File: config.mk
export PLATFORM = sky130hd
export DESIGN_NAME = sipo_shift_reg
export DESIGN_NICKNAME = d
export VERILOG_FILES = /design/src/rtl/sipo_shift_reg.sv
export SDC_FILE = /design/constraint.sdc
export NUM_CORES = 1
export LEC_CHECK = 0
export ABC_AREA = 1
export CORE_AREA = 5 5 42 44
export CTS_CLUSTER_SIZE = 10
export DETAILED_ROUTE_END_ITERATION = 10
export DIE_AREA = 0 0 47 49
export SETUP_SLACK_MARGIN = 0.15
export SLEW_MARGIN = 20
export SYNTH_ARGS = -nofsm -noshare
export SYNTH_HDL_FRONTEND = slang
export SYNTH_SLANG_ARGS = --single-unit
File: constraint.sdc
create_clock -name clk -period 1.07 [get_ports clk]
set_clock_uncertainty 0.1 [all_clocks]
set_input_delay 0.214 -clock clk [delete_from_list [all_inputs] [get_ports clk]]
set_output_delay 0.214 -clock clk [all_outputs]
set_load 0.05 [all_outputs]
File: src/rtl/sipo_shift_reg.sv
// Serial-in / parallel-out shift register.
// Bits arrive LSB first and enter at the MSB end, shifting right, so after
// W loads the first bit received sits at q[0].
//   clk  : rising-edge clock
//   rst  : synchronous active-high reset (q -> 0)
//   clr  : synchronous clear (q -> 0)
//   load : shift din in this cycle
//   din  : serial input bit
//   q    : parallel word
module sipo_shift_reg #(
    parameter int W = 4
) (
    input  logic         clk,
    input  logic         rst,
    input  logic         clr,
    input  logic         load,
    input  logic         din,
    output logic [W-1:0] q
);

    always_ff @(posedge clk) begin
        if (rst || clr) begin
            q <= '0;
        end else if (load) begin
            q <= {din, q[W-1:1]};
        end
    end

endmodule

==> reports/metrics.yaml <==
run_status:
  outcome: "finished, final reports clean"
sta:
  hold_viol: 0
  fin_crit_sh_pct: 96.2
  rsz0062_at_grt: "yes"
  setup_viol: 0
  report.final.slew_viol_count: 0
  worstMarginPinSlew_ns: 0.241
  slew_headroom_pct: 83.9
  period_needed_ns: 1.03
  fmax_ghz: 0.972
worst_setup_path:
  path_max_fanout: 2
  crit_slowest_cell: "dfxtp_2"
  crit_type: "flip-flop to primary output"
  arrival_ns: 0.72
  start_kind: "flip-flop"
  worstSetupEndpointType: "primary output"
  critPathMaxStageDelay_ns: 0.35
  cp_num_buf_inv: 1
  cp_data_required_time_ns: 0.76
  critPathTopFamily: "flip-flops"
  crit_path_cell_trace: "buf_12"
pwr:
  power_leakage_nw: 0.162
  power_density_nw_per_um2: 1220
  ir_worst_vdd_mv: 0.268
  power.internal_uw: 327
  p_switching_uw: 108
  power_frac_comb_pct: 19.5
  switching_share_pct: 24.9
  clkPwrFrac_pct: 43.3
  p_seq_share_pct: 37.3
grt:
  grt_pass1_wl_um: 593
  antenna_found_initial: 0
  grt_max_degree: 9
  grt_usage_pct: 4.09
  grt_pass1_vias: 148
  grt_overflow_total: 0
clocking:
  cts_tree: "done"
  htreeDepth: 1
  clk_latency_ns: 0.23
  clkTransAtPathRegs_ns: 0.04
  cts_buffers: 3
  cts_root_buf: "clkbuf_4"
  clock-sinks: 4
  clk_path_buf_depth: 2
synth:
  synth-compound-area-share_pct: 0
  synth.yosys.seq_area_share_pct: 45.1
  synth_cell_type_count: 6
  syn-cell-area_sq_um: 178
  synth_fp_nets: 31
  synth-adder-area-share_pct: 0
  synth-seq-cells: 4
  synth_top_family_by_area: "simple AND/OR/NAND/NOR gates"
  synth-simple-area-share_pct: 40.1
  yosys_warnings: 0
  muxShareOfSynthArea_pct: 0
  avgSynthCellArea_sq_um: 6.83
  postSynthCellCount: 26
  synth-xor-area-share_pct: 0
die:
  ioPinCount: 9
  start_util_pct: 12.7
  die_h_um: 49
  coreArea_sq_um: 1400
  placement_rows: 14
  die-area_sq_um: 2300
  die_w_um: 47
placed_design:
  post-dp-hpwl_um: 282
  gp_congestion: 0.693
  portBuffers: 8
  place_inst: 49
final_layout:
  fin_util_pct: 25.4
  finalNonFillerCells: 55
  nets: 46
  drive_gt1_share_pct: 38.5
  syn_to_final_growth_pct: 100
  most-common-layout-cells: "nor2_1, nand2_1, inv_1, buf_12, dfxtp_2"
  max_flop_register: "q"
  diodes: 0
  largest_reg_flops: 4
  reg.largest.list: "q: 4 flops"
run:
  max-cap-violations: 0
routing:
  drt_iter0_markers: 2
  drtAntennaViolNets: 0
  drcViolationCount: 0
  vias: 176
  avgRoutedWirePerCell_um: 6.58
  dr.pass1.iters: 2
  totalWireLength_um: 362
  via_per_inst: 3.20
worst_hold_path:
  hold_path_class: "input pin to flip-flop"
area by class of cell:
cell class              count  area [sq um]
clock buffers               3          22.5
multi-input cells          17          71.3
fillers                   164          1050
flip-flops and latches      4          85.1
well taps                  16          20.0
inverters                   4          15.0
repair buffers             11           141
power groups by stage:
| stage | combinational, mW | sequential (mW) | clock, mW |
|---|---|---|---|
| CTS | 0.0855 | 0.162 | 0.200 |
| global placement | 0.0795 | 0.166 | 0 |
| floorplan | 0.0240 | 0.181 | 0 |
| detailed placement | 0.0801 | 0.166 | 0 |
| global route | 0.0898 | 0.163 | 0.207 |
| finish | 0.0847 | 0.162 | 0.188 |
worst register-to-register path, stage by stage, from the launching register on:
cell,delay [ns]
dfxtp_2,0.32
buf_4,0.13
inv_1,0.04
nand2_1,0.04
nand2_1,0.06
nor2_1,0.03
cells in the mapped netlist:
master   number  area, sq um
nor2_4        1         11.3
inv_1         4         15.0
nor2_1        8         30.0
dfxtp_1       4         80.1
buf_6         1         11.3
nand2_1       8         30.0
cell families (layout without fill, tap and decap cells):
kind of cell,Yosys count,count (layout)
buf+inv,5,18
flops,4,4
simple gates,17,17
timing repair:
| action | in CTS | in global routing |
|---|---|---|
| buffers inserted | 3 | 0 |
| resized for setup | 1 | 0 |
| setup endpoints to repair | 8 | 4 |
| hold buffers | 0 | 0 |
routing by layer:
layer / routed length [um] / part of all wire, % / vias up / global-route usage, %
met5: 0 / 0 / - / 0
met2: 174 / 48 / 5 / 4.52
met1: 158 / 44 / 72 / 3.74
li1: - / - / 99 / -
met4: 0 / 0 / 0 / 5.53
met3: 28 / 7.7 / 0 / 3.32
final timing paths:
check	start	endpoint	slack (ns)	cells past startpoint
min	load	q[1]$_SDFFE_PP0P_	0.38	3
min reg2reg	q[0]$_SDFFE_PP0P_	q[0]$_SDFFE_PP0P_	0.39	2
max reg2reg	q[1]$_SDFFE_PP0P_	q[0]$_SDFFE_PP0P_	0.23	5
max	q[3]$_SDFFE_PP0P_	q[3]	0.04	1
metrics by stage:
step / setup TNS, ns / total power, mW / hold slack [ns] / instance area (sq um) / setup slack (ns)
final: 0 / 0.435 / 0.380 / 355 / 0.0408
after global routing: 0 / 0.460 / 0.414 / 355 / 0.0114
after CTS: 0 / 0.447 / 0.372 / 355 / 0.0252
after detailed placement: -0.579 / 0.246 / 0.388 / 312 / -0.152
after global placement: -0.477 / 0.245 / 0.393 / 312 / -0.124
after floorplan: 0 / 0.205 / 0.252 / 183 / 0.206
Note: power is estimated with default switching activity, not from simulation.
